**src/rtl/pwm_multi_ch.sv**
```systemverilog
// N-channel PWM generator with double-buffered period/duty behind a local-bus register port.
// Define PWM_MULTI_CH_IRQ_EN to build the period-end STATUS/IRQ_MASK/IRQ_O logic.

module pwm_multi_ch #(
  parameter int         NUM_CH       = 2,
  parameter int         CNT_W        = 12,
  parameter int         ADDR_W       = 16,
  parameter int         DATA_W       = 32,
  parameter int         DEFAULT_PER  = 1000,
  parameter int         DEFAULT_DUTY = 0,
  parameter logic [1:0] DEFAULT_CTRL = 2'b00
) (
  input  logic              S_AXI_ACLK,
  input  logic              S_AXI_ARESETN,
  input  logic              LB_WREQ,
  input  logic [ADDR_W-1:0] LB_WADDR,
  input  logic [DATA_W-1:0] LB_WDATA,
  input  logic              LB_RREQ,
  input  logic [ADDR_W-1:0] LB_RADDR,
  output logic [DATA_W-1:0] LB_RDATA,
  output logic              LB_RFINISH,
  output logic [NUM_CH-1:0] PWM_O,
  output logic [NUM_CH-1:0] PWM_EN_O,
  output logic              IRQ_O
);

  localparam logic [CNT_W-1:0] DEF_PER  = CNT_W'(DEFAULT_PER);
  localparam logic [CNT_W-1:0] DEF_DUTY = CNT_W'(DEFAULT_DUTY);
  localparam logic [CNT_W-1:0] MIN_PER  = CNT_W'(2);

  logic [1:0]       rstSync_q;
  logic             rstN;

  logic [1:0]       ctrl_q    [NUM_CH];
  logic [1:0]       ctrl_d    [NUM_CH];
  logic [CNT_W-1:0] perSh_q   [NUM_CH];
  logic [CNT_W-1:0] perSh_d   [NUM_CH];
  logic [CNT_W-1:0] dutySh_q  [NUM_CH];
  logic [CNT_W-1:0] dutySh_d  [NUM_CH];
  logic [CNT_W-1:0] perAct_q  [NUM_CH];
  logic [CNT_W-1:0] perAct_d  [NUM_CH];
  logic [CNT_W-1:0] dutyAct_q [NUM_CH];
  logic [CNT_W-1:0] dutyAct_d [NUM_CH];
  logic [CNT_W-1:0] cnt_q     [NUM_CH];
  logic [CNT_W-1:0] cnt_d     [NUM_CH];
  logic [CNT_W-1:0] perEff    [NUM_CH];

  logic [NUM_CH-1:0] pwm_q;
  logic [NUM_CH-1:0] pwm_d;
  logic [NUM_CH-1:0] wrap;
  logic [NUM_CH-1:0] wrCh;
  logic [NUM_CH-1:0] rdCh;
  logic [DATA_W-1:0] rdata_q;
  logic [DATA_W-1:0] rdata_d;
  logic              rfinish_q;
  logic              unused_wdata;

  assign unused_wdata = ^LB_WDATA;

  // Assert asynchronously, release two clocks after ARESETN rises.
  always_ff @(posedge S_AXI_ACLK or negedge S_AXI_ARESETN) begin
    if (!S_AXI_ARESETN) rstSync_q <= 2'b00;
    else                rstSync_q <= {rstSync_q[0], 1'b1};
  end

  assign rstN = rstSync_q[1];

  always_comb begin
    wrCh = '0;
    rdCh = '0;
    for (int i = 0; i < NUM_CH; i++) begin
      wrCh[i] = LB_WREQ && (LB_WADDR[1:0] == 2'b00) &&
                (LB_WADDR[ADDR_W-1:4] == (ADDR_W-4)'(i));
      rdCh[i] = (LB_RADDR[1:0] == 2'b00) &&
                (LB_RADDR[ADDR_W-1:4] == (ADDR_W-4)'(i));
    end
  end

  // Period length is clamped to 2 so a channel can never stall on a zero/one period.
  always_comb begin
    wrap = '0;
    for (int i = 0; i < NUM_CH; i++) begin
      perEff[i] = (perAct_q[i] < MIN_PER) ? MIN_PER : perAct_q[i];
      wrap[i]   = ctrl_q[i][0] && (cnt_q[i] >= perEff[i] - 1'b1);
    end
  end

  always_comb begin
    pwm_d = '0;
    for (int i = 0; i < NUM_CH; i++) begin
      ctrl_d[i]    = ctrl_q[i];
      perSh_d[i]   = perSh_q[i];
      dutySh_d[i]  = dutySh_q[i];
      perAct_d[i]  = perAct_q[i];
      dutyAct_d[i] = dutyAct_q[i];
      cnt_d[i]     = cnt_q[i] + 1'b1;

      // Active values only change at a wrap or while idle, so a period is never cut short.
      if (!ctrl_q[i][0] || wrap[i]) begin
        cnt_d[i]     = '0;
        perAct_d[i]  = perSh_q[i];
        dutyAct_d[i] = dutySh_q[i];
      end

      pwm_d[i] = ctrl_q[i][0] ? ((cnt_q[i] < dutyAct_q[i]) ^ ctrl_q[i][1]) : ctrl_q[i][1];

      if (wrCh[i]) begin
        case (LB_WADDR[3:2])
          2'd0:    ctrl_d[i]   = LB_WDATA[1:0];
          2'd1:    perSh_d[i]  = LB_WDATA[CNT_W-1:0];
          2'd2:    dutySh_d[i] = LB_WDATA[CNT_W-1:0];
          default: ;
        endcase
      end
    end
  end

  always_ff @(posedge S_AXI_ACLK or negedge rstN) begin
    if (!rstN) begin
      for (int i = 0; i < NUM_CH; i++) begin
        ctrl_q[i]    <= DEFAULT_CTRL;
        perSh_q[i]   <= DEF_PER;
        dutySh_q[i]  <= DEF_DUTY;
        perAct_q[i]  <= DEF_PER;
        dutyAct_q[i] <= DEF_DUTY;
        cnt_q[i]     <= '0;
      end
      pwm_q <= {NUM_CH{DEFAULT_CTRL[1]}};
    end else begin
      for (int i = 0; i < NUM_CH; i++) begin
        ctrl_q[i]    <= ctrl_d[i];
        perSh_q[i]   <= perSh_d[i];
        dutySh_q[i]  <= dutySh_d[i];
        perAct_q[i]  <= perAct_d[i];
        dutyAct_q[i] <= dutyAct_d[i];
        cnt_q[i]     <= cnt_d[i];
      end
      pwm_q <= pwm_d;
    end
  end

`ifdef PWM_MULTI_CH_IRQ_EN
  localparam logic [ADDR_W-1:0] ADDR_STATUS = ADDR_W'(16'h0F00);
  localparam logic [ADDR_W-1:0] ADDR_MASK   = ADDR_W'(16'h0F04);

  logic [NUM_CH-1:0] status_q;
  logic [NUM_CH-1:0] status_d;
  logic [NUM_CH-1:0] mask_q;
  logic [NUM_CH-1:0] mask_d;
  logic              irq_q;

  // Clear is applied first so a wrap in the same cycle keeps its STATUS bit.
  always_comb begin
    status_d = status_q;
    mask_d   = mask_q;
    if (LB_WREQ && (LB_WADDR == ADDR_STATUS)) status_d = status_q & ~LB_WDATA[NUM_CH-1:0];
    if (LB_WREQ && (LB_WADDR == ADDR_MASK))   mask_d   = LB_WDATA[NUM_CH-1:0];
    status_d = status_d | wrap;
  end

  always_ff @(posedge S_AXI_ACLK or negedge rstN) begin
    if (!rstN) begin
      status_q <= '0;
      mask_q   <= '0;
      irq_q    <= 1'b0;
    end else begin
      status_q <= status_d;
      mask_q   <= mask_d;
      irq_q    <= |(status_q & mask_q);
    end
  end

  assign IRQ_O = irq_q;
`else
  assign IRQ_O = 1'b0;
`endif

  always_comb begin
    rdata_d = '0;
    for (int i = 0; i < NUM_CH; i++) begin
      if (rdCh[i]) begin
        case (LB_RADDR[3:2])
          2'd0:    rdata_d = DATA_W'(ctrl_q[i]);
          2'd1:    rdata_d = DATA_W'(perSh_q[i]);
          2'd2:    rdata_d = DATA_W'(dutySh_q[i]);
          default: rdata_d = DATA_W'(cnt_q[i]);
        endcase
      end
    end
`ifdef PWM_MULTI_CH_IRQ_EN
    if (LB_RADDR == ADDR_STATUS) rdata_d = DATA_W'(status_q);
    if (LB_RADDR == ADDR_MASK)   rdata_d = DATA_W'(mask_q);
`endif
  end

  always_ff @(posedge S_AXI_ACLK or negedge rstN) begin
    if (!rstN) begin
      rdata_q   <= '0;
      rfinish_q <= 1'b0;
    end else begin
      rdata_q   <= LB_RREQ ? rdata_d : '0;
      rfinish_q <= LB_RREQ;
    end
  end

  always_comb begin
    PWM_EN_O = '0;
    for (int i = 0; i < NUM_CH; i++) PWM_EN_O[i] = ctrl_q[i][0];
  end

  assign PWM_O      = pwm_q;
  assign LB_RDATA   = rdata_q;
  assign LB_RFINISH = rfinish_q;

endmodule

```
**config.mk**
```make
export PLATFORM = sky130hd
export DESIGN_NAME = pwm_multi_ch
export DESIGN_NICKNAME = d
export VERILOG_FILES = /design/src/rtl/pwm_multi_ch.sv
export SDC_FILE = /design/constraint.sdc
export NUM_CORES = 1
export LEC_CHECK = 0
export BUFFER_PORTS_ARGS = -buffer_cell sky130_fd_sc_hd__clkbuf_2
export CORE_ASPECT_RATIO = 0.7
export CORE_MARGIN = 2
export CORE_UTILIZATION = 60
export CTS_BUF_LIST = sky130_fd_sc_hd__clkbuf_4 sky130_fd_sc_hd__clkbuf_8 sky130_fd_sc_hd__clkbuf_16
export DETAILED_ROUTE_END_ITERATION = 7
export PLACE_DENSITY = 0.88
export SYNTH_ARGS = -nofsm -noshare
export SYNTH_HDL_FRONTEND = slang
export SYNTH_SLANG_ARGS = --single-unit
```
**constraint.sdc**
```tcl
create_clock -name S_AXI_ACLK -period 11.7 [get_ports S_AXI_ACLK]
set_clock_uncertainty 0.2 [all_clocks]
set_input_delay 0.585 -clock S_AXI_ACLK [delete_from_list [all_inputs] [get_ports S_AXI_ACLK]]
set_output_delay 0.585 -clock S_AXI_ACLK [all_outputs]
set_load 0.02 [all_outputs]
```
==> impl_metrics.ini <==
[layout]
fin_nets = 833
drive_above_1_share = 0.345
fin_area_sq_mm = 0.00857
final_common_cell = dfrtp_1
mostFrequentLayoutCells = 116 x dfrtp_1, 112 x mux2_2, 64 x clkbuf_2
syn_to_final_growth_pct = 12.7

[detailed_routing]
routedWlPerCell_microns = 20.3
detail-route-antenna-nets = 0
viasPerCell = 6.09
totalWireLength_microns = 18100
drt-pass1-iter-count = 5
drc = 0
drt-initial-drc-count = 423
vias = 5428

[logic_synthesis]
synth_top_cell_by_area = dfrtp_1
ys_ff_latch = 141
syn_area_sq_mm = 0.00760
ys_seq_area_frac = 0.468
synth_edf_count = 0
synth_top_area_frac = 0.385
synth_flop_cell = dfrtp_1
synthCells = 649
synth_warnings = 0
synth.avg_cell_area_sq_um = 11.7
synth_cell_type_count = 48
async_flop_share = 1.00
synthTopCellsByArea = dfrtp_1 39%, mux2_2 17%, dfstp_2 8.3%

[cts]
ctsResizeCount = 0
cts-htree-levels = 4
cts_buffers = 17
cts_tree = done
clock_sinks = 141
cts_setup_buffers = 0
clock_latency_ns = 0.42
path_clk_slew_ns = 0.06
cts_buffer_depth = 2
clockRootBuffer = clkbuf_16

[die]
ios = 106
start_util = 0.614
core_area_sq_mm = 0.0124
dieWidth_microns = 139
core.rowCount = 34
die_h_microns = 98.2
design.die.area_sq_mm = 0.0136

[critical_path]
path_class = reg2reg
slowest_delay_ns = 0.55
reg2regPathDepth = 16
r2r_end = dutyAct_q[2]
critPathMaxFanout = 25
crit_chain = or4_4 > or4_1 > nor3_1 > nand2b_1 > ha_1 > nand2_1 > or2_2 > nor2_1 > xnor2_1 > ha_1 > nand2_1 > nor3_1 > a21oi_1 > o21ai_2 > buf_4 > mux2_2
reg2reg_slack_ns = 6.71
slowest_stage = or4_4
worst_setup_path_end_kind = register
timing.rr.start = perAct_q[8]
critPathArrivalTime_ns = 5.10
critical_path_required_ns = 11.81
worstSetupStartpointType = register

[pwr]
vdd_ir_drop_max_mv = 0.110
power_density_mw_per_mm2 = 123
leakagePower_uw = 0.00407

[timing]
fin_crit_sh = 0.427
setup_violations = 0
min_period_ns = 4.99
finalHoldViolations = 0
relSlewSlack = 0.162
drv_slew = 0
max_freq_ghz = 0.200
fin_setup_tns_ns = 0
worst_pin_slew_ns = 1.25
rsz0062_at_grt = no
fin_ws_ns = 6.71

[global_routing]
overflow = 0
antenna_found_initial = 0
grt_pass1_wl_microns = 29100
grt_use_total = 0.276
grt_pass1_vias = 5529
grt_max_degree = 82

[place]
dp_hpwl_microns = 12400
gp_congestion = 0.877
dpl_cell_area_sq_mm = 0.00798
portBuffers = 64
dp_slack_ns = 6.79

[min_path]
hold_path_class = in2reg
hold-path-cell-count = 1
holdPathEnd = LB_RFINISH
hold_start = LB_RREQ

[outcome]
status = finished clean

[flow_run]
cap_violations = 0
-- worst max path at each step --
| stage | endpoint | depth (start not counted) | slack [ns] | start |
|---|---|---|---|---|
| finish | dutyAct_q[2] | 16 | 6.71 | perAct_q[8] |
| global route | dutyAct_q[19] | 17 | 6.33 | perAct_q[20] |
| CTS | perAct_q[12] | 17 | 6.70 | perAct_q[20] |
| detailed placement | dutyAct_q[2] | 16 | 6.79 | perAct_q[8] |
| global placement | dutyAct_q[1] | 16 | 6.89 | perAct_q[8] |
| floorplan | LB_RDATA[0] | 0 | 7.32 | rstSync_q[1] |
-- state kept, by name, indices dropped and copies added (netlist names), 12 cells and up --
signal	count
LB_RDATA	12
cnt_q	24
dutyAct_q	24
dutySh_q	24
perAct_q	24
perSh_q	24
-- cell families after synthesis --
family / synth area share
other: 0.000988
buffers and inverters: 0.0496
DFF: 0.468
AOI/OAI and AO/OA: 0.0629
xor gates and xnor gates: 0.0450
adders and majority gates: 0.0823
and+or+nand+nor: 0.102
muxes: 0.189
-- layer usage --
metal	up-vias	wire length, microns	track usage
met5	-	0	0
met4	0	309	0.0887
met2	247	8700	0.452
met1	2726	7710	0.367
met3	41	1390	0.0672
li1	2414	-	-
-- cells in the mapped netlist (all sizes together) (2+ instances only) --
| master | instances |
|---|---|
| xnor2 | 22 |
| and3 | 3 |
| or2 | 3 |
| o31ai | 2 |
| a221oi | 9 |
| conb | 2 |
| mux2 | 118 |
| nor4b | 5 |
| nor4 | 9 |
| a22oi | 9 |
| dfstp | 24 |
| or3 | 3 |
| mux4 | 4 |
| ha | 50 |
| nand4 | 10 |
| mux2i | 2 |
| nor2b | 3 |
| nor3b | 8 |
| nor3 | 7 |
| clkbuf | 10 |
| buf | 34 |
| o21ai | 18 |
| nand2 | 21 |
| a211oi | 20 |
| nor2 | 60 |
| or4 | 2 |
| inv | 30 |
| nand2b | 2 |
| dfrtp | 117 |
| nand3 | 10 |
| xor2 | 17 |
| a21oi | 8 |
-- area by class of cell --
cell class,instances,area [sq um]
Inverter,30,113
Multi-Input combinational cell,454,3740
Antenna cell,1,2.50
Tap cell,162,203
Timing Repair Buffer,71,375
Clock inverter,12,113
Clock buffer,20,460
Fill cell,847,3810
Sequential cell,141,3560
-- stage by stage --
| step | hold WS (ns) | total power [uW] | utilization | std cells |
|---|---|---|---|---|
| after CTS | 0.0840 | 1060 | 0.692 | 890 |
| after detailed placement | 0.139 | 538 | 0.645 | 857 |
| after floorplan | 0.0894 | 526 | - | 669 |
| after global routing | 0.0724 | 1090 | 0.692 | 890 |
| after global placement | 0.140 | 536 | 0.645 | 857 |
| final | 0.0916 | 1050 | 0.692 | 891 |
-- worst max-delay path: cells and delay by family, from the launching register on --
kind / cells / cell delay (ns)
xor+xnor: 1 / 0.08
mux: 1 / 0.38
buf+inv: 1 / 0.43
compound gates: 2 / 0.63
simple gates: 9 / 2.29
fa+ha+maj: 2 / 0.46
flops: 1 / 0.38
-- report_power, final --
part | internal, uW | total, uW | leakage [uW] | switching (uW)
Clock | 307 | 525 | 0.000269 | 218
Combinational | 10.6 | 36.8 | 0.00193 | 26.2
Sequential | 489 | 493 | 0.00187 | 3.92
Total | 807 | 1050 | 0.00407 | 248
-- timing repair --
action | CTS | global route
hold buffers | 1 | 0
endpoints found under the hold margin | 2 | 0
endpoints found under the setup margin | 0 | 0
(Power assumes the default switching activity.)
